[src/rtl/jogo_defs_pkg.sv]
// Shared game definitions: display sequencer state encodings and debug codes.
// The db_estado codes are what the top-level HEX decoders show, so they must
// stay aligned with the unidade_controle numbering.
package jogo_defs_pkg;

  localparam int unsigned ESTADO_W = 3;
  localparam int unsigned DB_W     = 4;

  typedef enum logic [ESTADO_W-1:0] {
    OCIOSO    = 3'd0,
    CARREGA   = 3'd1,
    MOSTRA    = 3'd2,
    INTERVALO = 3'd3,
    AVANCA    = 3'd4,
    FIM       = 3'd5
  } estado_e;

  // Debug code shown on the HEX display for a given state.
  function automatic logic [DB_W-1:0] estado_db(input estado_e e);
    return {1'b0, e};
  endfunction

  function automatic int unsigned max_u(input int unsigned a, input int unsigned b);
    return (a > b) ? a : b;
  endfunction

endpackage

[src/rtl/contador_intervalo.sv]
// Interval counter used as the ON/OFF timer.
// Ports:
//   clock, reset : clock, async active-high reset
//   zera_i       : synchronous clear, wins over conta_i
//   conta_i      : count enable
//   valor_o      : current count
//   fim_o        : count is at M-1
module contador_intervalo #(
  parameter int unsigned M = 4,
  parameter int unsigned W = $clog2(M + 1)
) (
  input  logic         clock,
  input  logic         reset,
  input  logic         zera_i,
  input  logic         conta_i,
  output logic [W-1:0] valor_o,
  output logic         fim_o
);

  logic [W-1:0] valor_q;
  logic [W-1:0] valor_d;

  // Count register.
  always_ff @(posedge clock or posedge reset) begin
    if (reset) valor_q <= '0;
    else       valor_q <= valor_d;
  end

  // Clear takes priority over counting.
  always_comb begin
    valor_d = valor_q;
    if (zera_i)       valor_d = '0;
    else if (conta_i) valor_d = valor_q + W'(1);
  end

  assign valor_o = valor_q;
  assign fim_o   = (valor_q == W'(M - 1));

endmodule

[src/rtl/sequenciador_exibicao.sv]
// Display sequencer: walks memory addresses 0..limite, lighting each word on
// the LEDs for ON_CYCLES clocks followed by OFF_CYCLES dark clocks, then pulses
// pronto. Sits between unidade_controle (iniciar/pronto) and the memory/LED path.
// Ports:
//   clock, reset : clock, async active-high reset
//   iniciar      : start request (only honoured when idle)
//   abortar      : synchronous abort, highest priority
//   limite       : last address to show, captured at start
//   dado_mem     : async-read memory word at endereco
//   endereco     : memory read address
//   leds         : LED drive
//   exibindo     : high whenever not idle
//   pronto       : one-cycle pulse when the whole sequence has been shown
//   db_estado    : debug state code
module sequenciador_exibicao
  import jogo_defs_pkg::*;
#(
  parameter int unsigned ADDR_W     = 4,
  parameter int unsigned DATA_W     = 4,
  parameter int unsigned ON_CYCLES  = 500,
  parameter int unsigned OFF_CYCLES = 250
) (
  input  logic              clock,
  input  logic              reset,
  input  logic              iniciar,
  input  logic              abortar,
  input  logic [ADDR_W-1:0] limite,
  input  logic [DATA_W-1:0] dado_mem,
  output logic [ADDR_W-1:0] endereco,
  output logic [DATA_W-1:0] leds,
  output logic              exibindo,
  output logic              pronto,
  output logic [DB_W-1:0]   db_estado
);

  localparam int unsigned T_MAX = max_u(ON_CYCLES, OFF_CYCLES);
  localparam int unsigned TW    = $clog2(T_MAX + 1);

  estado_e           estado_q, estado_d;
  logic [ADDR_W-1:0] endereco_q, endereco_d;
  logic [ADDR_W-1:0] limite_q, limite_d;
  logic [DATA_W-1:0] dado_q, dado_d;
  logic [DATA_W-1:0] leds_q, leds_d;
  logic              exibindo_q, exibindo_d;
  logic              pronto_q, pronto_d;
  logic [DB_W-1:0]   db_q, db_d;

  logic [TW-1:0]     timer;
  logic              timer_fim;
  logic              timer_zera;
  logic              timer_conta;

  // Timer is cleared on every state change; saturation guard keeps it from wrapping.
  assign timer_zera  = (estado_d != estado_q);
  assign timer_conta = ((estado_q == MOSTRA) || (estado_q == INTERVALO)) && !timer_fim;

  contador_intervalo #(
    .M (T_MAX),
    .W (TW)
  ) u_timer (
    .clock   (clock),
    .reset   (reset),
    .zera_i  (timer_zera),
    .conta_i (timer_conta),
    .valor_o (timer),
    .fim_o   (timer_fim)
  );

  // State, datapath and output registers.
  always_ff @(posedge clock or posedge reset) begin
    if (reset) begin
      estado_q   <= OCIOSO;
      endereco_q <= '0;
      limite_q   <= '0;
      dado_q     <= '0;
      leds_q     <= '0;
      exibindo_q <= 1'b0;
      pronto_q   <= 1'b0;
      db_q       <= '0;
    end else begin
      estado_q   <= estado_d;
      endereco_q <= endereco_d;
      limite_q   <= limite_d;
      dado_q     <= dado_d;
      leds_q     <= leds_d;
      exibindo_q <= exibindo_d;
      pronto_q   <= pronto_d;
      db_q       <= db_d;
    end
  end

  // Next-state logic; outputs are registered from the next state so they
  // behave as Moore outputs of the state being entered.
  always_comb begin
    estado_d   = estado_q;
    endereco_d = endereco_q;
    limite_d   = limite_q;
    dado_d     = dado_q;

    case (estado_q)
      OCIOSO: begin
        endereco_d = '0;
        if (iniciar && !abortar) begin
          estado_d = CARREGA;
          limite_d = limite;
        end
      end
      CARREGA: begin
        dado_d   = dado_mem;
        estado_d = MOSTRA;
      end
      MOSTRA: begin
        if (timer == TW'(ON_CYCLES - 1)) estado_d = INTERVALO;
      end
      INTERVALO: begin
        // Compare before increment so the last address never wraps to 0.
        if (timer == TW'(OFF_CYCLES - 1))
          estado_d = (endereco_q == limite_q) ? FIM : AVANCA;
      end
      AVANCA: begin
        endereco_d = endereco_q + ADDR_W'(1);
        estado_d   = CARREGA;
      end
      FIM: begin
        endereco_d = '0;
        estado_d   = OCIOSO;
      end
      default: begin
        endereco_d = '0;
        estado_d   = OCIOSO;
      end
    endcase

    if (abortar) begin
      estado_d   = OCIOSO;
      endereco_d = '0;
    end

    leds_d     = (estado_d == MOSTRA) ? dado_d : '0;
    exibindo_d = (estado_d != OCIOSO);
    pronto_d   = (estado_d == FIM);
    db_d       = estado_db(estado_d);
  end

  assign endereco  = endereco_q;
  assign leds      = leds_q;
  assign exibindo  = exibindo_q;
  assign pronto    = pronto_q;
  assign db_estado = db_q;

endmodule
[config.mk]
export PLATFORM = sky130hd
export DESIGN_NAME = sequenciador_exibicao
export DESIGN_NICKNAME = d
export VERILOG_FILES = /design/src/rtl/jogo_defs_pkg.sv /design/src/rtl/contador_intervalo.sv /design/src/rtl/sequenciador_exibicao.sv
export SDC_FILE = /design/constraint.sdc
export NUM_CORES = 1
export LEC_CHECK = 0
export CAP_MARGIN = 20
export CORE_MARGIN = 2
export CORE_UTILIZATION = 52
export DETAILED_ROUTE_END_ITERATION = 16
export PLACE_DENSITY = 0.78
export SYNTH_ARGS = -nofsm -noshare
export SYNTH_HDL_FRONTEND = slang
export SYNTH_SLANG_ARGS = --single-unit
[constraint.sdc]
create_clock -name clock -period 2.3 [get_ports clock]
set_input_delay 0.345 -clock clock [delete_from_list [all_inputs] [get_ports clock]]
set_output_delay 0.345 -clock clock [all_outputs]
set_load 0.01 [all_outputs]
Word-level counts from Yosys, hierarchy flattened
Cells that the tools add are included.

storage, ports and cells
  flip-flop bits (word level) = 30
  input bits = 12
  output and inout port bits = 14
  logic and storage cells = 43

operators by class
  add/subtract/negate cells = 2
  eq/ne operators = 11
  multiplexer cells = 12
  reduce and logical (&&, ||, !) cells = 10

operators with widths
  cell                   number
  $mux W9                2
  $pmux W3 S5            1
  $mux W3                4
  $mux W4                3
  $add A9 B1 Y9 const B  1
  $eq A3 B2 Y1 const B   3
  $eq A9 B8 Y1 const B   1
  $eq A9 B9 Y1 const B   1
  $pmux W4 S2            1
  $eq A3 B3 Y1 const B   2
  $add A4 B1 Y4 const B  1
  $eq A4 B4 Y1           1
  $eq A3 B1 Y1 const B   1
  $logic_not A3 Y1       1
  $ne A3 B3 Y1           1
  $reduce_bool A3 Y1     1
  $reduce_or A3 Y1       1
  $logic_and A1 B1 Y1    2
  $logic_not A1 Y1       2
  $ne A2 B1 Y1 const B   1
  $reduce_and A2 Y1      1
  $reduce_bool A2 Y1     1
  $logic_or A1 B1 Y1     1
  $mux W1                1

Depth between registers and ports, before layout
Gate-level depths: netlist (run 1).

  depth after elaboration = 7
  gate-level depth with buffers = 7
  mapped depth without buffers = 6

Modules after synthesis
From an unflattened synthesis (run 1), not the netlist that was laid out.

second synthesis, totals
  cells, all modules = 143
  area, all modules = 1525.2 µm²

by module, submodules not included
  module                 instances  cells an instance  area each (µm²)  sequential area each (µm²)
  sequenciador_exibicao  1          97                 1063.5           525.5
  contador_intervalo     1          46                 461.7            225.2

Worst setup path before layout (run 1)
Ideal clock, no wire load.

  path kind = register to register
  start = register db_estado[0] (netlist name)
  end = register limite_q[0]
  library setup time = 125 ps
  data arrival time = 1474 ps
  required time = 2175 ps
  path slack = 701 ps
  stages on the path, launching flop included = 6
  path buffers = 2
  clock period less this slack = 1599 ps
  cell sequence = dfrtp_1 buf_6 or2_1 buf_2 nor3_4 mux2_2

RTL lines
  what                  RTL line                     text
  to (signal assigned)  sequenciador_exibicao.sv:83  limite_q <= limite_d;
  to (decl)             sequenciador_exibicao.sv:41  logic [ADDR_W-1:0] limite_q, limite_d;

Worst setup path in the final report (run 1)
  start = register db_q[0] (netlist: db_estado[0])
  end = output port db_estado[0]

RTL lines
  what                    RTL line                     text
  from (decl)             sequenciador_exibicao.sv:46  logic [DB_W-1:0] db_q, db_d;
  from (signal assigned)  sequenciador_exibicao.sv:79  db_q <= '0;
  from (signal assigned)  sequenciador_exibicao.sv:88  db_q <= db_d;
  to (decl)               sequenciador_exibicao.sv:33  output logic [DB_W-1:0] db_estado

No word-level cell between the ends.

==> impl_metrics.toml, run 1 <==
[grt]
grt_pass1_wl_mm = 5.119
grt_pass1_vias = 1089
grt_usage_pct = 20.49
grt_max_degree = 31
antenna_found_initial = 0
overflow = 0

[worst_setup_path]
start_kind = "flop"
crit_type = "flop to output pin"
regToRegEndpoint = "u_timer.valor_o[4]$_DFFE_PP0P_"
cp_slowest_cell = "clkdlybuf4s50_1"
crit_chain = "clkdlybuf4s50_1"
critical_path.top_delay_family = "buffers and inverters"
critPathMaxStageDelay_ps = 600
crit_path_end_kind = "output pin"
rrSetupSlack_ps = 520
worstPathMaxFanout = 11
crit_buf_inv = 1
rr_worst_depth = 6
required_ps = 1960
crit_arrival_ps = 1460
r2r-start = "u_timer.valor_o[0]$_DFFE_PP0P_"

[power_and_ir_drop]
power-per-cell-area_mw_per_mm2 = 593.0
leakage_nw = 0.7802
peakVddDrop_uv = 391.0

[route]
wl_per_cell_um = 15.42
drc = 4
drt_iter0_markers = 46
wirelength_mm = 3.115
vias = 1138
ant_nets = 0
first_pass_iters = 11
vias_per_cell = 5.634

[timing]
max_freq_ghz = 0.5542
slew_violations = 0
finalCritPeriodShare_pct = 78.45
period_minus_slack_ps = 1804
hold_viol = 0
setup_slack_ps = 495.7
tightest_slew_ps = 510.2
setup_viol_count_final = 0
tns_ps = 0
skew_ps = 8.715
grt_setup_unrepaired = "no"
timing.slew.headroom_pct = 65.67

[clocking]
cts_resized = 0
cts_setup_buffers = 0
clkTransAtPathRegs_ps = 90
tritoncts = "built"
clockBufferDepth = 2
ctsRootBufferMaster = "clkbuf_4"
clkSinkCount = 30
clk-insertion-delay-late_ps = 330
cts_hold_buf = 0
ctsHtreeMaxLevel = 2
cts_buffers = 5

[floorplanning]
io_pins = 26
start_util_pct = 55.35
num_rows = 19
die_area_mm2 = 0.003439
fp.dieW_um = 58.65
die_y_um = 58.65
core_mm2 = 0.002805

[logic_synthesis]
seq_area_frac_synth_pct = 48.35
ys_ff_latch = 30
syn_area_mm2 = 0.001553
synth_cells = 142
synth_nets = 157
ys_warn_count = 0
avgSynthCellArea_um2 = 10.93
ys_types = 47

[placed_design]
io_buffers = 24
gp_congestion = 0.8168
hpwl_mm = 2.266
dpl_cell_area_mm2 = 0.001821
pre_cts_slack_ps = 402.5

[run]
maxCapViolations = 0

[hold_path]
holdCritPathClass = "input pin to asynchronous set/reset pin"

[cells_and_area]
n_antenna_cell = 0
stdcell_area_mm2 = 0.001881
final_nets = 185
layout-drive-gt1-share_pct = 16.37
area_delta_synth_final_pct = 21.11

[run_status]
outcome = "finished with violations"
violations = "design-rule violations"
-- flip-flops by register name (all words and copies together) (netlist names) --
signal / flops
dado_q: 4
db_estado: 3
endereco: 4
exibindo: 1
leds: 4
limite_q: 4
pronto: 1
u_timer.valor_o: 9
-- cells by family (layout without fill, tap and decap cells) --
kind of cell	after synthesis	after routing	share of synthesized area [%]
AOI/OAI and AO/OA	20	20	9.590
and+or+nand+nor	54	54	22.08
other	1	1	0.2415
DFF	30	30	48.35
xor gates and xnor gates	11	11	6.205
muxes	9	9	6.527
adders and majority gates	3	3	2.418
buffers and inverters	14	43	4.593
-- metal layers --
| layer | global-route usage, % | vias up | routed length, um |
|---|---|---|---|
| li1 | - | 561 | - |
| met1 | 25.83 | 547 | 1367 |
| met2 | 33.07 | 24 | 1561 |
| met3 | 6.593 | 6 | 145 |
| met4 | 7.792 | 0 | 41 |
| met5 | 0 | - | 0 |
-- metrics by stage --
step,util [%],hold slack [ps],power [mW],cells
5_1_grt,67.04,393.7,1.181,202
4_1_cts,67.04,369.3,1.130,202
3_5_place_dp,64.90,484.7,0.8045,194
2_1_floorplan,-,435.8,0.7376,142
6_report,67.04,368.6,1.115,202
3_3_place_gp,64.90,477.6,0.7917,194
-- cell usage in the layout, fill, tap and decap left out, drive strengths merged, types with 2 or more instances in the layout --
| cell | synthesis | final |
|---|---|---|
| nand3b | 4 | 4 |
| nand2 | 6 | 6 |
| and2 | 2 | 2 |
| nor3 | 14 | 14 |
| nand4 | 2 | 2 |
| ha | 3 | 3 |
| a21oi | 5 | 5 |
| nor3b | 5 | 5 |
| or3b | 2 | 2 |
| inv | 6 | 6 |
| clkdlybuf4s50 | 0 | 24 |
| xnor2 | 5 | 5 |
| nor2 | 5 | 5 |
| nor4 | 3 | 3 |
| nand3 | 4 | 4 |
| clkbuf | 2 | 7 |
| mux2 | 9 | 9 |
| buf | 6 | 5 |
| o21ai | 2 | 2 |
| dfrtp | 30 | 30 |
| a211oi | 2 | 2 |
| xor2 | 6 | 6 |
-- Yosys cell counts, drive strengths merged --
library cell,n,area share [%]
a31o,1,0.56
nor2b,1,0.40
nor3,14,5.2
o211ai,1,0.48
and2,2,0.81
xor2,6,3.4
ha,3,2.4
a22oi,1,0.48
a2bb2oi,1,0.56
a211oi,2,0.97
conb,1,0.24
and4bb,1,0.81
a311oi,1,0.97
nand2b,1,0.40
nor3b,5,2.7
nor2,5,1.2
or3b,2,1.3
a221oi,1,0.56
and3b,1,0.56
mux2,9,6.5
nor4,3,1.6
o21a,1,0.48
nand3,4,1.3
dfrtp,30,48
or2,1,0.40
inv,6,1.5
and4,1,0.73
a21boi,1,0.48
a21oi,5,1.6
xnor2,5,2.8
o21ai,2,0.64
a222oi,1,0.64
nand3b,4,1.9
clkbuf,2,0.48
nand4,2,0.81
nand2,6,1.5
o21bai,1,0.48
buf,6,2.7
o211a,1,0.64
and3,1,0.40
-- how the worst max path moves through the flow --
stage          slack (ps)  cells after the start                             end                      startpoint
5_1_grt               380                      6  u_timer.valor_o[3]$_DFFE_PP0P_  u_timer.valor_o[0]$_DFFE_PP0P_
6_report              500                      1                    db_estado[0]          db_estado[0]$_DFF_PP0_
2_1_floorplan         700                      5         limite_q[0]$_DFFE_PP0P_          db_estado[0]$_DFF_PP0_
3_5_place_dp          400                      6  u_timer.valor_o[4]$_DFFE_PP0P_                         abortar
4_1_cts               480                      1                    db_estado[0]          db_estado[0]$_DFF_PP0_
3_3_place_gp          460                      7  u_timer.valor_o[0]$_DFFE_PP0P_                         abortar
-- cell type report --
class	instances	area, um^2
inverter	6	22.52
tap	31	38.79
timing repair buffer	29	277.8
clock buffer	7	55.05
clock inverter	1	5.005
sequential	30	750.7
multi-input combinational	98	730.7
fill	237	924.6
-- where the power goes --
part | switching (mW) | leakage, nW | internal [mW]
sequential | 0.0316 | 0.398 | 0.577
combinational | 0.0834 | 0.347 | 0.0989
clock | 0.176 | 0.0353 | 0.148
total | 0.291 | 0.780 | 0.824
Note: power is estimated with default switching activity, not from simulation.
==> inputs of run 2 (changes only) <==
Settings changed: CORE_UTILIZATION 52 to 47, PLACE_DENSITY 0.78 to 0.75.
Clock period 2.3 ns to 1.45 ns, I/O delays scaled along.
==> run 2 against run 1 <==
The flow finishes with violations (negative setup slack); cell area up 27%; count of clock-buffer cells in the layout down 2; global-route usage up 4.4 points; critical path depth up 7; register-to-register slack worse by 850 ps; hold slack worse by 130 ps; combinational power rose to 2.6 times the previous value; setup slack worse by 820 ps; largest power group unchanged.
==> impl_metrics.toml, run 2 (synthesized netlist as in run 1, its figures left out) <==
[run_status]
outcome = "finished with violations"
violations = "negative setup slack"

[cells_and_area]
area_delta_synth_final_pct = 54.07
mostFrequentLayoutCell = "buf_4"
final_cell_mix = "buf_4 (44), dfrtp_1 (27), clkdlybuf4s50_1 (13)"
instances_no_fill = 259
layout-drive-gt1-share_pct = 46.51
largest_reg_flops = 9
final_util_pct = 77.10
n_antenna_cell = 0
stdcell_area_mm2 = 0.002392
final_nets = 229

[worst_setup_path]
start_kind = "flop"
crit_arrival_ps = 2000
critPathMaxStageDelay_ps = 420
critical_path.top_delay_family = "flip-flops"
crit_path_end_kind = "flop"
crit_buf_inv = 3
worstPathMaxFanout = 3
cp_slowest_cell = "dfrtp_1"
crit_chain = "inv_2, ha_2, and4bb_2, nand2_2, buf_6, buf_6, o211ai_1, a21boi_1"
cpMostUsedCell = "buf_6"
crit_type = "flop to flop"
required_ps = 1670

[floorplanning]
die_area_mm2 = 0.003779
start_util_pct = 50.04
num_rows = 20
io_pins = 26
fp.dieW_um = 61.48
die_y_um = 61.48
core_mm2 = 0.003103

[grt]
antenna_found_initial = 0
overflow = 0
grt_max_degree = 31
grt_pass1_vias = 1423
grt_pass1_wl_mm = 6.658
grt_usage_pct = 24.92

[clocking]
tritoncts = "built"
ctsHtreeMaxLevel = 2
clk-insertion-delay-late_ps = 340
clkTransAtPathRegs_ps = 100
cts_buffers = 5
clockBufferDepth = 2
clkSinkCount = 30
cts_hold_buf = 0
ctsRootBufferMaster = "clkbuf_4"

[placed_design]
io_buffers = 24
dpl.cell_count = 238
gp_congestion = 0.8142
dpl_cell_area_mm2 = 0.002096
hpwl_mm = 2.677

[timing]
hold_viol = 0
setup_slack_ps = -328.9
slew_violations = 0
period_minus_slack_ps = 1779
max_freq_ghz = 0.5622
finalCritPeriodShare_pct = 122.7
grt_setup_unrepaired = "yes"
hold_slack_ps = 239.0
skew_ps = 8.260
setup_viol_count_final = 17

[power_and_ir_drop]
finalPower_mw = 2.113
leakage_nw = 1.144
power-per-cell-area_mw_per_mm2 = 883.4
peakVddDrop_uv = 663.0

[route]
first_pass_iters = 4
drc = 0
drt_iter0_markers = 54
wirelength_mm = 4.244
vias_per_cell = 5.324
vias = 1379
wl_per_cell_um = 16.39
ant_nets = 0

[hold_path]
holdCritPathClass = "input pin to asynchronous set/reset pin"

[run]
maxCapViolations = 0
run 2: stage by stage:
step	worst slack, ps	TNS (ps)
2_1_floorplan	-99.41	-1365
3_3_place_gp	-285.2	-4912
3_5_place_dp	-336.8	-5770
4_1_cts	-229.8	-3323
5_1_grt	-396.7	-5616
6_report	-328.9	-4345
run 2: layer usage:
layer | global-route usage [%] | vias to the layer above | part of all wire, %
met2 | 43.16 | 35 | 54
li1 | - | 651 | -
met3 | 4.622 | 8 | 3.1
met4 | 11.25 | 0 | 1.8
met1 | 30.13 | 685 | 41
met5 | 0 | - | 0
run 2: area by class of cell:
class	instances	area (um^2)
sequential	30	754.5
tap	44	55.05
clock buffer	5	37.54
multi-input combinational	98	854.6
inverter	6	22.52
clock inverter	3	40.04
timing repair buffer	73	628.1
fill	221	710.7
run 2: timing repair:
item	CTS	global route
pin swaps	14	7
endpoints found under the setup margin	28	26
cloned	1	0
setup buffers	9	3
resized for setup	34	11
run 2: power by group:
part,internal [mW],switching (mW)
registers,0.916,0.0505
clock network,0.357,0.311
logic,0.283,0.196
total,1.56,0.557
run 2: tightest hold or removal path, cell delays in order:
cell and delay, ps:
clkdlybuf4s50_1 390, inv_1 50, buf_4 350
run 2: final timing paths:
path,cells after the start,slack (ps),start,to
worst min register to register,1,510,dado_q[0]$_DFF_PP0_,dado_q[0]$_DFF_PP0_
max in group asynchronous,3,920,reset,db_estado[2]$_DFF_PP0_
worst max-delay path,8,-330,u_timer.valor_o[1]$_DFFE_PP0P_,pronto$_DFF_PP0_
worst min-delay path,3,240,reset,leds[1]$_DFF_PP0_
min in group clock,2,490,limite[2],limite_q[2]$_DFFE_PP0P_
worst max register to register,8,-330,u_timer.valor_o[1]$_DFFE_PP0P_,pronto$_DFF_PP0_
==> inputs of run 3 (changes only) <==
Settings changed: SKIP_CTS_REPAIR_TIMING set to 1.
==> run 3 against run 2 <==
The run still ends with negative setup slack left; utilization decreased by 0.77 points; routed wire length down 3.9%; sequential share of layout area increased by 0.32 points; die area stayed put; clock skew increased by 2.1 ps; flip-flop and latch count unchanged; power hardly changed; fmax fell by 0.16%; first-iteration DRC count grew 35%; sequential power is essentially flat; clock power is 1% higher; largest power group unchanged.
==> impl_metrics.toml, run 3 (synthesized netlist as in run 1, its figures left out) <==
[run_status]
outcome = "finished with violations"
violations = "negative setup slack"

[route]
wirelength_mm = 4.079
vias = 1378
drc = 0
wl_per_cell_um = 15.81
drt_iter0_markers = 73
vias_per_cell = 5.341
ant_nets = 0
first_pass_iters = 4

[clocking]
ctsHtreeMaxLevel = 2
clk-insertion-delay-late_ps = 340
ctsRootBufferMaster = "clkbuf_4"
cts_buffers = 5
tritoncts = "built"
clkSinkCount = 30
clkTransAtPathRegs_ps = 110
clockBufferDepth = 2

[placed_design]
gp_congestion = 0.8142
io_buffers = 24
hpwl_mm = 2.677

[worst_setup_path]
crit_buf_inv = 3
crit_type = "flop to flop"
critical_path.top_delay_family = "flip-flops"
worstPathMaxFanout = 5
start_kind = "flop"
crit_path_end_kind = "flop"
crit_chain = "inv_2, ha_2, and4bb_2, nand2_4, a222oi_1, buf_4, buf_6, nor3_1"
critPathMaxStageDelay_ps = 420
cp_slowest_cell = "dfrtp_1"
required_ps = 1680
crit_arrival_ps = 2010

[grt]
grt_max_degree = 31
grt_pass1_vias = 1304
overflow = 0
antenna_found_initial = 0
grt_usage_pct = 22.17
grt_pass1_wl_mm = 6.003

[timing]
period_minus_slack_ps = 1782
grt_setup_unrepaired = "yes"
hold_viol = 0
finalCritPeriodShare_pct = 122.9
max_freq_ghz = 0.5612
setup_viol_count_final = 21
skew_ps = 10.36
setup_slack_ps = -331.8
slew_violations = 0
tns_ps = -4586

[cells_and_area]
area_delta_synth_final_pct = 52.54
n_antenna_cell = 0
mostFrequentLayoutCell = "buf_4"
layout-drive-gt1-share_pct = 42.99
final_util_pct = 76.33
largest_reg_flops = 9
fillCellCount = 225
final_cell_mix = "buf_4 (44), dfrtp_1 (27), nor3_1 (12), clkdlybuf4s50_1 (12), dlymetal6s2s_1 (12)"
final_nets = 228

[power_and_ir_drop]
leakage_nw = 1.270
peakVddDrop_uv = 674.9
power-per-cell-area_mw_per_mm2 = 891.5

[floorplanning]
fp.dieW_um = 61.48
num_rows = 20
die_area_mm2 = 0.003779
start_util_pct = 50.04
core_mm2 = 0.003103
io_pins = 26
die_y_um = 61.48

[run]
maxCapViolations = 0

[hold_path]
holdCritPathClass = "input pin to asynchronous set/reset pin"
## run 3: cell count changes in the layout (fill, tap and decap cells not counted), sizes merged
cell / delta
dlymetal6s2s: +8
dlygate4sd2: -7
buf: -1
clkdlybuf4s50: -1
## run 3: routing by layer
metal  vias up  global-route usage (%)  wire, um
met5         -                       0         0
met4         0                   9.726        43
met3         4                   4.622       150
met2        32                   37.08      2181
met1       691                   27.77      1702
li1        651                       -         -
## run 3: final timing paths
kind	startpoint	end	slack, ps	cells after the start
max	u_timer.valor_o[1]$_DFFE_PP0P_	u_timer.valor_o[6]$_DFFE_PP0P_	-330	8
min in group clock	limite[2]	limite_q[2]$_DFFE_PP0P_	490	2
min reg2reg	dado_q[3]$_DFF_PP0_	dado_q[3]$_DFF_PP0_	510	1
max in group asynchronous	reset	db_estado[0]$_DFF_PP0_	920	3
min	reset	leds[1]$_DFF_PP0_	230	3
max reg2reg	u_timer.valor_o[1]$_DFFE_PP0P_	u_timer.valor_o[6]$_DFFE_PP0P_	-330	8
## run 3: through the flow
step	instance area (um^2)	std cells	setup slack (ps)	power [mW]	hold slack, ps
final	2369	258	-331.8	2.111	234.7
after floorplan	1592	142	-99.41	1.199	308.2
after global placement	2096	238	-285.2	1.354	480.9
after detailed placement	2096	238	-336.8	1.383	489.6
after global routing	2369	258	-376.5	2.203	264.5
after CTS	2173	246	-252.1	2.038	249.6
## run 3: final cells by class
type                    instances  area (um^2)  area share, %
flip-flops and latches         30        754.5          31.85
repair buffers                 72        645.6          27.26
clock inverters                 3        40.04          1.690
inverters                       6        22.52         0.9509
clock buffers                   5        37.54          1.585
multi-input cells              98        813.3          34.34
well taps                      44        55.05          2.324
## run 3: tightest hold or removal path, cell delays in order
cell and delay, ps:
clkdlybuf4s50_1 390, inv_1 50, buf_4 340
## run 3: where the power goes
| group | internal [mW] | leakage (nW) | switching (mW) | total [mW] |
|---|---|---|---|---|
| registers | 0.916 | 0.393 | 0.0476 | 0.963 |
| clock network | 0.357 | 0.0450 | 0.320 | 0.677 |
| logic | 0.279 | 0.832 | 0.193 | 0.471 |
